$ cat src/rtl/axis_mon_axil_poller.sv
`default_nettype none
// ============================================================================
//  Module   : axis_mon_axil_poller
//  Purpose  : AXI-Lite initiator for the AXI-Stream monitor statistics block.
//             A start pulse reads a contiguous window of NUM_REGS 32-bit
//             registers one transaction at a time and streams each word out
//             on a valid/ready interface. A clear_req pulse writes 32'h1 to
//             the monitor's self-clearing clear register.
//  Ports    :
//    clk, rst_n                 - clock, asynchronous active-low reset
//    start, clear_req           - single-cycle requests (only honoured in IDLE)
//    busy, done, err            - status: not idle / completion pulse /
//                                 sticky error on a non-OKAY response
//    m_data, m_index, m_last,
//    m_valid, m_ready           - output stream of words read
//    m_axil_aw*, m_axil_w*,
//    m_axil_b*                  - AXI-Lite write channels
//    m_axil_ar*, m_axil_r*      - AXI-Lite read channels
//  Revision : 1.0 - initial release
// ============================================================================
module axis_mon_axil_poller #(
    parameter int                ADDR_W     = 7,
    parameter logic [ADDR_W-1:0] BASE_ADDR  = '0,
    parameter int                NUM_REGS   = 18,
    parameter logic [ADDR_W-1:0] CLEAR_ADDR = '0
) (
    input  logic                            clk,
    input  logic                            rst_n,

    input  logic                            start,
    input  logic                            clear_req,
    output logic                            busy,
    output logic                            done,
    output logic                            err,

    output logic [31:0]                     m_data,
    output logic [$clog2(NUM_REGS+1)-1:0]   m_index,
    output logic                            m_last,
    output logic                            m_valid,
    input  logic                            m_ready,

    output logic [ADDR_W-1:0]               m_axil_awaddr,
    output logic                            m_axil_awvalid,
    input  logic                            m_axil_awready,
    output logic [31:0]                     m_axil_wdata,
    output logic [3:0]                      m_axil_wstrb,
    output logic                            m_axil_wvalid,
    input  logic                            m_axil_wready,
    input  logic [1:0]                      m_axil_bresp,
    input  logic                            m_axil_bvalid,
    output logic                            m_axil_bready,

    output logic [ADDR_W-1:0]               m_axil_araddr,
    output logic                            m_axil_arvalid,
    input  logic                            m_axil_arready,
    input  logic [31:0]                     m_axil_rdata,
    input  logic [1:0]                      m_axil_rresp,
    input  logic                            m_axil_rvalid,
    output logic                            m_axil_rready
);

    localparam int                  c_IDX_W    = $clog2(NUM_REGS + 1);
    localparam logic [c_IDX_W-1:0]  c_LAST_IDX = c_IDX_W'(NUM_REGS - 1);
    localparam logic [ADDR_W-1:0]   c_STEP     = ADDR_W'(4);

    typedef enum logic [2:0] {
        c_ST_IDLE  = 3'd0,
        c_ST_WR    = 3'd1,
        c_ST_WRESP = 3'd2,
        c_ST_RADDR = 3'd3,
        c_ST_RDATA = 3'd4,
        c_ST_OUT   = 3'd5
    } state_t;

    state_t               r_state;
    logic                 r_busy;
    logic                 r_done;
    logic                 r_err;
    logic [31:0]          r_m_data;
    logic [c_IDX_W-1:0]   r_m_index;
    logic                 r_m_last;
    logic                 r_m_valid;
    logic [ADDR_W-1:0]    r_awaddr;
    logic                 r_awvalid;
    logic [31:0]          r_wdata;
    logic [3:0]           r_wstrb;
    logic                 r_wvalid;
    logic                 r_bready;
    logic [ADDR_W-1:0]    r_araddr;
    logic                 r_arvalid;
    logic                 r_rready;

    // A write channel counts as finished once it has been accepted, either
    // in an earlier cycle (valid already dropped) or in this one.
    logic w_aw_fin;
    logic w_w_fin;

    assign w_aw_fin = !r_awvalid || m_axil_awready;
    assign w_w_fin  = !r_wvalid  || m_axil_wready;

    always_ff @(posedge clk or negedge rst_n) begin
        if (!rst_n) begin
            r_state   <= c_ST_IDLE;
            r_busy    <= 1'b0;
            r_done    <= 1'b0;
            r_err     <= 1'b0;
            r_m_data  <= 32'h0;
            r_m_index <= '0;
            r_m_last  <= 1'b0;
            r_m_valid <= 1'b0;
            r_awaddr  <= '0;
            r_awvalid <= 1'b0;
            r_wdata   <= 32'h0;
            r_wstrb   <= 4'h0;
            r_wvalid  <= 1'b0;
            r_bready  <= 1'b0;
            r_araddr  <= '0;
            r_arvalid <= 1'b0;
            r_rready  <= 1'b0;
        end else begin
            r_done <= 1'b0;
            case (r_state)
                c_ST_IDLE: begin
                    // A clear takes priority; a simultaneous start is dropped.
                    if (clear_req) begin
                        r_err     <= 1'b0;
                        r_busy    <= 1'b1;
                        r_awaddr  <= CLEAR_ADDR;
                        r_wdata   <= 32'h1;
                        r_wstrb   <= 4'hF;
                        r_awvalid <= 1'b1;
                        r_wvalid  <= 1'b1;
                        r_state   <= c_ST_WR;
                    end else if (start) begin
                        r_err     <= 1'b0;
                        r_busy    <= 1'b1;
                        r_araddr  <= BASE_ADDR;
                        r_m_index <= '0;
                        r_arvalid <= 1'b1;
                        r_state   <= c_ST_RADDR;
                    end
                end

                c_ST_WR: begin
                    if (r_awvalid && m_axil_awready) begin
                        r_awvalid <= 1'b0;
                    end
                    if (r_wvalid && m_axil_wready) begin
                        r_wvalid <= 1'b0;
                    end
                    if (w_aw_fin && w_w_fin) begin
                        r_bready <= 1'b1;
                        r_state  <= c_ST_WRESP;
                    end
                end

                c_ST_WRESP: begin
                    if (m_axil_bvalid) begin
                        r_bready <= 1'b0;
                        if (m_axil_bresp != 2'b00) begin
                            r_err <= 1'b1;
                        end
                        r_done  <= 1'b1;
                        r_busy  <= 1'b0;
                        r_state <= c_ST_IDLE;
                    end
                end

                c_ST_RADDR: begin
                    if (m_axil_arready) begin
                        r_arvalid <= 1'b0;
                        r_rready  <= 1'b1;
                        r_state   <= c_ST_RDATA;
                    end
                end

                c_ST_RDATA: begin
                    if (m_axil_rvalid) begin
                        r_rready  <= 1'b0;
                        r_m_data  <= m_axil_rdata;
                        if (m_axil_rresp != 2'b00) begin
                            r_err <= 1'b1;
                        end
                        r_m_valid <= 1'b1;
                        r_m_last  <= (r_m_index == c_LAST_IDX);
                        r_state   <= c_ST_OUT;
                    end
                end

                c_ST_OUT: begin
                    // The next read is not issued until the current word is
                    // taken, so stream backpressure stalls the AXI side.
                    if (m_ready) begin
                        r_m_valid <= 1'b0;
                        r_m_last  <= 1'b0;
                        if (r_m_last) begin
                            r_done  <= 1'b1;
                            r_busy  <= 1'b0;
                            r_state <= c_ST_IDLE;
                        end else begin
                            r_araddr  <= r_araddr + c_STEP;
                            r_m_index <= r_m_index + c_IDX_W'(1);
                            r_arvalid <= 1'b1;
                            r_state   <= c_ST_RADDR;
                        end
                    end
                end

                default: begin
                    r_state <= c_ST_IDLE;
                end
            endcase
        end
    end

    assign busy           = r_busy;
    assign done           = r_done;
    assign err            = r_err;
    assign m_data         = r_m_data;
    assign m_index        = r_m_index;
    assign m_last         = r_m_last;
    assign m_valid        = r_m_valid;
    assign m_axil_awaddr  = r_awaddr;
    assign m_axil_awvalid = r_awvalid;
    assign m_axil_wdata   = r_wdata;
    assign m_axil_wstrb   = r_wstrb;
    assign m_axil_wvalid  = r_wvalid;
    assign m_axil_bready  = r_bready;
    assign m_axil_araddr  = r_araddr;
    assign m_axil_arvalid = r_arvalid;
    assign m_axil_rready  = r_rready;

endmodule
`default_nettype wire

$ cat config.mk
export PLATFORM = sky130hd
export DESIGN_NAME = axis_mon_axil_poller
export DESIGN_NICKNAME = d
export VERILOG_FILES = /design/src/rtl/axis_mon_axil_poller.sv
export SDC_FILE = /design/constraint.sdc
export NUM_CORES = 1
export LEC_CHECK = 0
export ABC_AREA = 1
export ABC_CLOCK_PERIOD_IN_PS = 2300
export CORE_MARGIN = 10
export CORE_UTILIZATION = 40
export CTS_CLUSTER_SIZE = 24
export DETAILED_ROUTE_END_ITERATION = 8
export HOLD_SLACK_MARGIN = 0.12
export PLACE_DENSITY = 0.8
export SLEW_MARGIN = 20
export SYNTH_ARGS = -nofsm -noshare
export SYNTH_HDL_FRONTEND = slang
export SYNTH_SLANG_ARGS = --single-unit
$ cat constraint.sdc
create_clock -name clk -period 2.3 [get_ports clk]
set_clock_uncertainty 0.05 [all_clocks]
set_input_delay 0.69 -clock clk [delete_from_list [all_inputs] [get_ports clk]]
set_output_delay 0.69 -clock clk [all_outputs]
set_load 0.05 [all_outputs]
* Word level (Yosys, flattened, before mapping)
Cells that the tools add are included. Widths: inputs -> output; s select.
Storage, ports and cells: logic and storage cells 125, input bits 46, output and inout port bits 97, flip-flop bits (word level) 59
Cells by class: reductions and logical operators 30, eq/ne operators 21, add/sub/neg operators 2, muxes and demuxes 56
Operators with widths (number):
- $mux 7 | 4
- $ne 2x2->1 const B | 14
- $mux 1 | 27
- $mux 3 | 7
- $mux 5 | 4
- $pmux 3 s6 | 1
- $reduce_and 6->1 | 3
- $reduce_and 3->1 | 5
- $pmux 1 s2 | 7
- $pmux 7 s2 | 1
- $reduce_bool 2->1 | 7
- $pmux 5 s2 | 1
- $reduce_and 5->1 | 2
- $pmux 1 s3 | 3
- $reduce_bool 3->1 | 3
- $add 7x3->7 const B | 1
- $eq 3x2->1 const B | 2
- $eq 3x3->1 const B | 2
- $add 5x1->5 const B | 1
- $eq 5x5->1 const B | 1
- $reduce_and 2->1 | 2
- $eq 3x1->1 const B | 1
- $logic_and 1x1->1 | 3
- $logic_not 3->1 | 1
- 4 further kinds | 6

* Logic depth before layout (Yosys ltp)
Gate-level depths: netlist of run 1.
depth in word-level cells 5, mapped depth 9, gate-level depth less buffers 9

* Worst setup path after synthesis of run 1
No wires, ideal clock.
path kind reg2out, start reg, netlist name m_axil_wdata[0], end out m_axil_wstrb[0], arrival time 952 ps, cell stages (with the launch flop) 2, path slack 608 ps, buffers on the path 1, required time 1560 ps, path through dfrtp_1 buf_4
RTL lines:
- end: declaration | line 46 | output logic [3:0] m_axil_wstrb,

* Worst setup path after layout of run 1
start reg r_m_data[14] (netlist: m_data[14]), end out m_data[14]
RTL lines:
- start: declaration | line 79 | logic [31:0] r_m_data;
- start signal: assignment | line 180 | r_m_data <= m_axil_rdata;
- end: declaration | line 36 | output logic [31:0] m_data,
No word-level cell between the ends.

==> metrics.txt, run 1 <==
P&R area growth vs syn=36.5%; crit path launch type=flop; Worst Tran Pin Value=0.525 ns; setup_tns=0 ns; synthesized area=2910 um2; DRT Wirelength=~7600 um; clk buf depth=2; vias in the first global route=2482; die width=approximately 110 um; share of layout cells above drive strength 1=0.108; YS warnings=0; Final Max Tran Viols=0; FF+latch count, synth=between 50 and 60; crit end category=output port; WL per Instance=about 13 um; maxcap violations=0; status=completed; final worst-path cycle share=0.974; internal power=2750 uW; synthesized instance count=370; largest net degree at the start of global routing=57; Main synth FF type=dfrtp_1; Overall Power=~5600 uW; I/O pins=143; row count=31; final hold viol count=0; cts hold-fix bufs=0; clock share of power=0.139; crit-path leading delay family=buffers and inverters; final setup violation count=0; CTS tree=yes; post-DP HPWL=6030 um; sw power=2820 uW; Peak Freq=446 MHz; via/cell ratio=about 4.4; DRC viols=0; clock sinks=between 50 and 60; initial antenna violation count=0; Worst Path Max Fanout=2; CORE AREA=between 7000 and 8000 um2; worst stage delay on the critical path=slightly above 0.8 ns; path type of the worst min-delay path=in -> async; Final GP Congestion=roughly 0.9; Crit Path Class=reg -> out; Pre-antenna DRT Iters=4; remaining antenna violation count after routing=0; CP Cell Sequence=clkdlybuf4s50_1; CTS H-tree depth=2; Vias=2506; most frequent cells in the layout=nand2_1 (156), clkdlybuf4s50_1 (71), dfrtp_1 (56), conb_1 (40), nor2_1 (28); crit path buf inv count=1; chip height=105 um; postcts setup bufs=0; minimum clock period=about 2.2 ns; GRT Util Overall=0.133; placed instance count=~560; Seq pwr share=0.292; clk slew on worst S/H paths=0.10 ns; Slew headroom=0.649; gr ovfl total=0; global-route wire length before repair=around 12000 um; IO buf count=~100; DRT iter0 DRCs=a little over 80; count of different cell masters after synthesis=27; number of enable flip-flop cells after synthesis=0; P_leak=roughly 0.0021 uW; FFs w/ async S/R, synth=1.00; Final #Nets=between 500 and 600; Initial Util=0.406; Net Sw Frac=0.507; diodes inserted=0; Num CTS Buffers=5; CP Data Required Time=1.56 ns; commonest non-fill, non-tap cell in the layout=nand2_1; RSZ-0062 raised after global routing=no; Clock Latency Late Sink=0.31 ns; Peak supply drop=around 800 uV; slowest CP cell=clkdlybuf4s50_1; PwrDens=between 1000 and 1500 nW/um2; utilization after layout=0.554; CP arrival=roughly 1.5 ns; die area=roughly 11000 um2; Non-Filler Instances=between 500 and 600; synthesized area per cell=7.87 um2; clk root buf=clkbuf_8; Combinational Power Share=0.570; sequential area share after synthesis=0.481
-- cells by family (layout without fill, tap and decap cells) --
group	Yosys count	in the layout	synth area share
xor+xnor	6	6	0.0180
fa+ha+maj	3	3	0.0129
other cells	1	40	0.00129
flops	56	56	0.481
compound gates	15	15	0.0279
simple gates	215	215	0.302
buf+inv	74	136	0.157
-- power by group through the flow --
stage	logic [uW]	clock network [uW]	registers, uW
2_1_floorplan	1050	0	2810
3_3_place_gp	3160	0	1620
3_5_place_dp	3200	0	1640
4_1_cts	3210	801	1620
5_1_grt	3390	840	1670
6_report	3170	771	1620
-- what timing repair did --
| item | CTS | global route |
|---|---|---|
| hold endpoints to repair | 0 | 0 |
| setup endpoints to repair | 0 | 6 |
| gates resized for setup | 0 | 6 |
-- path summary, 6_finish.rpt --
path	startpoint	endpoint	slack [ns]	depth (start not counted)
setup / recovery	m_data[14]	m_data[14]	0.06	1
hold / removal	rst_n	m_axil_wdata[0]	0.32	2
setup reg to reg	r_state[2]	m_index[1]	0.56	6
hold reg to reg	m_data[30]	m_data[30]	0.44	2
max in group asynchronous	rst_n	m_data[14]	1.64	2
min in group clk	m_data[30]	m_data[30]	0.44	2
-- sequential cells by signal (all words and copies together) (netlist names), 3 cells and up --
signal,cells
m_axil_araddr,5
r_state,3
m_data,32
m_index,5
-- area by class of cell --
cell class                 count  area (um2)
fill                         680        3200
sequential                    56        1400
multi-input combinational    279        1200
timing repair buffer         107        1030
tap                           99         124
inverter                      21        78.8
clock buffer                   5        68.8
clock inverter                 3        68.8
-- synthesized netlist by cell type (4+ instances only) --
| library cell | count | area, um2 |
|---|---|---|
| nand2_1 | 156 | 586 |
| dfrtp_1 | 56 | 1400 |
| buf_4 | 44 | 330 |
| nor2_1 | 28 | 105 |
| inv_1 | 19 | 71.3 |
| nand3_1 | 17 | 85.1 |
| a21oi_1 | 5 | 25.0 |
| buf_2 | 5 | 25.0 |
| o21ai_0 | 5 | 25.0 |
| xor2_1 | 4 | 35.0 |
-- metrics by stage --
stage / cell area, um2 / hold slack, ns / setup WS, ns
6_report: 3980 / 0.319 / 0.0590
5_1_grt: 3980 / 0.314 / 0.00244
4_1_cts: 3960 / 0.314 / 0.0230
3_5_place_dp: 3820 / 0.414 / 0.200
3_3_place_gp: 3820 / 0.411 / 0.265
2_1_floorplan: 3060 / 0.344 / 0.608
-- layer usage --
layer | up-vias | wire, um | global-route usage
li1 | 1250 | - | -
met1 | 1159 | 3020 | 0.143
met2 | 95 | 3820 | 0.231
met3 | 2 | 745 | 0.0652
met4 | 0 | 25 | 0.0245
met5 | - | 0 | 0
-- worst reg2reg max path: stages, from the launching register on --
cell	delay, ns
dfrtp_1	0.64
nand3_2	0.25
nand2_2	0.14
nand2_1	0.07
nor2_2	0.34
nand2_1	0.10
o21ai_1	0.09
Power figures use the tool's default switching activity.
==> run 2: changes to the inputs <==
ABC_AREA = default   (was 1)
ABC_CLOCK_PERIOD_IN_PS = 2400   (was 2300)
PLACE_DENSITY = 0.79   (was 0.8)
RECOVER_POWER = 50   (was default)
clock period = 2.4 ns   (was 2.3 ns; I/O delays follow)
==> metrics.txt, run 2 <==
DRC viols=0 (unchanged); post-CTS sizing=0 (unchanged); Pre-antenna DRT Iters=4 (unchanged); FFs w/ async S/R, synth=1.00 (unchanged); chip height=106 um (+0.88%); clk slew on worst S/H paths=0.11 ns (about the same); Yosys top cell area share=0.471 (-0.0103); CTS tree=yes; die area=11300 um2 (+1.8%); Place WS=-0.0828 ns (-0.283 ns); Initial Util=0.410 (+0.00446); hold path startpoint=m_valid; number of enable flip-flop cells after synthesis=0 (unchanged); vias in the first global route=2447 (-1.4%); count of different cell masters after synthesis=55 (+100%); most area-consuming cells after synthesis=dfrtp_1 (47%), mux2_2 (12%), buf_4 (11%), nand2_1 (1.8%), ha_1 (1.3%); crit-path leading delay family=buffers and inverters; Setup crit start=m_axil_bready; Clock Latency Late Sink=0.31 ns (about the same); global-route wire length before repair=12700 um (+2.6%); cts hold-fix bufs=0 (unchanged); Peak supply drop=789 uV (-2.0%); postcts setup bufs=0 (unchanged); row count=31 (unchanged); commonest cells in the netlist=dfrtp_1 (56), buf_4 (44), mux2_2 (32), nand2_1 (14), inv_1 (10); max reg flops=32 (unchanged); Final #Nets=417 (-20%); clock sinks=56 (unchanged); PwrDens=1410 nW/um2 (+0.91%); P&R area growth vs syn=34.3%; Vias=2274 (-9.3%); initial antenna violation count=0 (unchanged); synthesized instance count=265 (-28%); post-DP HPWL=6080 um (+0.89%); clk buf depth=2 (unchanged); Worst Tran Pin Value=1.40 ns (+0.879 ns); Num CTS Buffers=5 (unchanged); WL per Instance=16.8 um (+26%); synthesized area per cell=11.2 um2 (+43%); minimum clock period=roughly 2.3 ns; YS warnings=0 (unchanged); setup ws final=0.0864 ns (+0.0274 ns); most frequent cells in the layout=clkdlybuf4s50_1 (82), dfrtp_1 (56), conb_1 (40), mux2_2 (32), nand2_1 (14); share of layout cells above drive strength 1=0.165 (+0.0570); CP Data Required Time=1.63 ns (+0.07 ns); die width=106 um (+0.88%); crit path buf inv count=1 (unchanged); DRT Wirelength=7880 um (+3.4%); final worst-path cycle share=0.964; DRT iter0 DRCs=75 (-7.4%); worst stage delay on the critical path=0.83 ns (about the same); setup_tns=0 ns (unchanged); final setup violation count=0 (unchanged); Crit Reg-Reg Startpoint=r_state[2]; CP Cell Sequence=clkdlybuf4s50_1; clk root buf=clkbuf_8; diodes inserted=0 (unchanged); largest net degree at the start of global routing=57 (unchanged); CORE AREA=7250 um2 (+1.1%); crit end category=output port; sequential area share after synthesis=0.471 (-0.0103); remaining antenna violation count after routing=0 (unchanged); final hold viol count=0 (unchanged); CTS H-tree depth=2 (unchanged); largest area contributor in the synthesized netlist=dfrtp_1; commonest non-fill, non-tap cell in the layout=clkdlybuf4s50_1; Peak Freq=roughly 430 MHz; most frequent cell after synthesis=dfrtp_1; gr ovfl total=0 (unchanged); status=completed; Slew headroom=0.0639 (-0.585); IO buf count=102 (unchanged); Worst Path Max Fanout=3 (+1); slowest CP cell=clkdlybuf4s50_1; maxcap violations=0 (unchanged); I/O pins=143 (unchanged); Final Max Tran Viols=0 (unchanged); synthesized area=2980 um2 (+2.2%); FF+latch count, synth=56 (unchanged); Crit Path Class=reg -> out; Main synth FF type=dfrtp_1; path type of the worst min-delay path=reg -> reg; hold slack=0.439 ns (+0.120 ns); P_leak=0.00172 uW (-19%); CP arrival=1.54 ns (+0.04 ns); GRT Util Overall=0.135 (+0.00257); crit path launch type=flop; Final GP Congestion=0.834 (-7.3%); via/cell ratio=4.86 (+11%); RSZ-0062 raised after global routing=no
==> run 2: cell types whose count changed after synthesis, sizes merged, moves of 4 or more <==
| cell | delta |
|---|---|
| nand2 | -143 |
| mux2 | +34 |
| nor2 | -24 |
| nand3 | -15 |
| inv | -11 |
| nand2b | +5 |
| o21ai | -4 |
| o221ai | +4 |
| or4 | +4 |
| xor2 | -4 |
==> run 2: layout make-up <==
type,count,area (um2)
fillers,649,3260
multi-input cells,181,1260
clock inverters,2,38.8
repair buffers,114,1050
well taps,99,124
flip-flops and latches,56,1400
inverters,10,37.5
clock buffers,6,82.6
==> run 2: report_power, final <==
group | internal, uW | switching, uW
sequential | 1340 | 295
combinational | 1140 | 2210
clock | 342 | 322
==> run 2: final timing paths <==
kind	to	slack, ns	cells past startpoint
setup reg to reg	m_axil_araddr[3]	0.30	4
max in group asynchronous	m_axil_wvalid	0.70	2
setup / recovery	m_axil_bready	0.09	1
min in group asynchronous	r_state[1]	0.76	2
hold reg to reg	m_valid	0.44	1
hold / removal	m_valid	0.44	1
==> run 2: metal layers <==
metal / wire length, um / GRT usage / up-vias / share of wire
met5: 0 / 0 / - / 0
met4: 63 / 0.0319 / 0 / 0.0080
met3: 990 / 0.0797 / 6 / 0.13
met2: 3850 / 0.221 / 95 / 0.49
met1: 2980 / 0.148 / 1112 / 0.38
li1: - / - / 1061 / -
==> run 2: cell families after synthesis <==
family | after synthesis | synth area share
AOI/OAI and AO/OA | 36 | 0.0933
muxes | 37 | 0.141
DFF | 56 | 0.471
buffers and inverters | 67 | 0.154
and+or+nand+nor | 65 | 0.127
adders and majority gates | 3 | 0.0126
other | 1 | 0.00126
==> run 2: stage by stage <==
| step | power, uW | area (um2) | instances | util |
|---|---|---|---|---|
| floorplan | 4030 | 3120 | 304 | - |
| global placement | 5050 | 3940 | 460 | 0.543 |
| detailed placement | 5110 | 3940 | 460 | 0.543 |
| CTS | 5790 | 4060 | 468 | 0.559 |
| global route | 5950 | 4000 | 468 | 0.551 |
| finish | 5650 | 4000 | 468 | 0.551 |
==> run 3: changes to the inputs <==
SLEW_MARGIN = 0   (was 20)
==> results of run 3 <==
The final DEF is identical to that of run 2; final timing and power are the same.
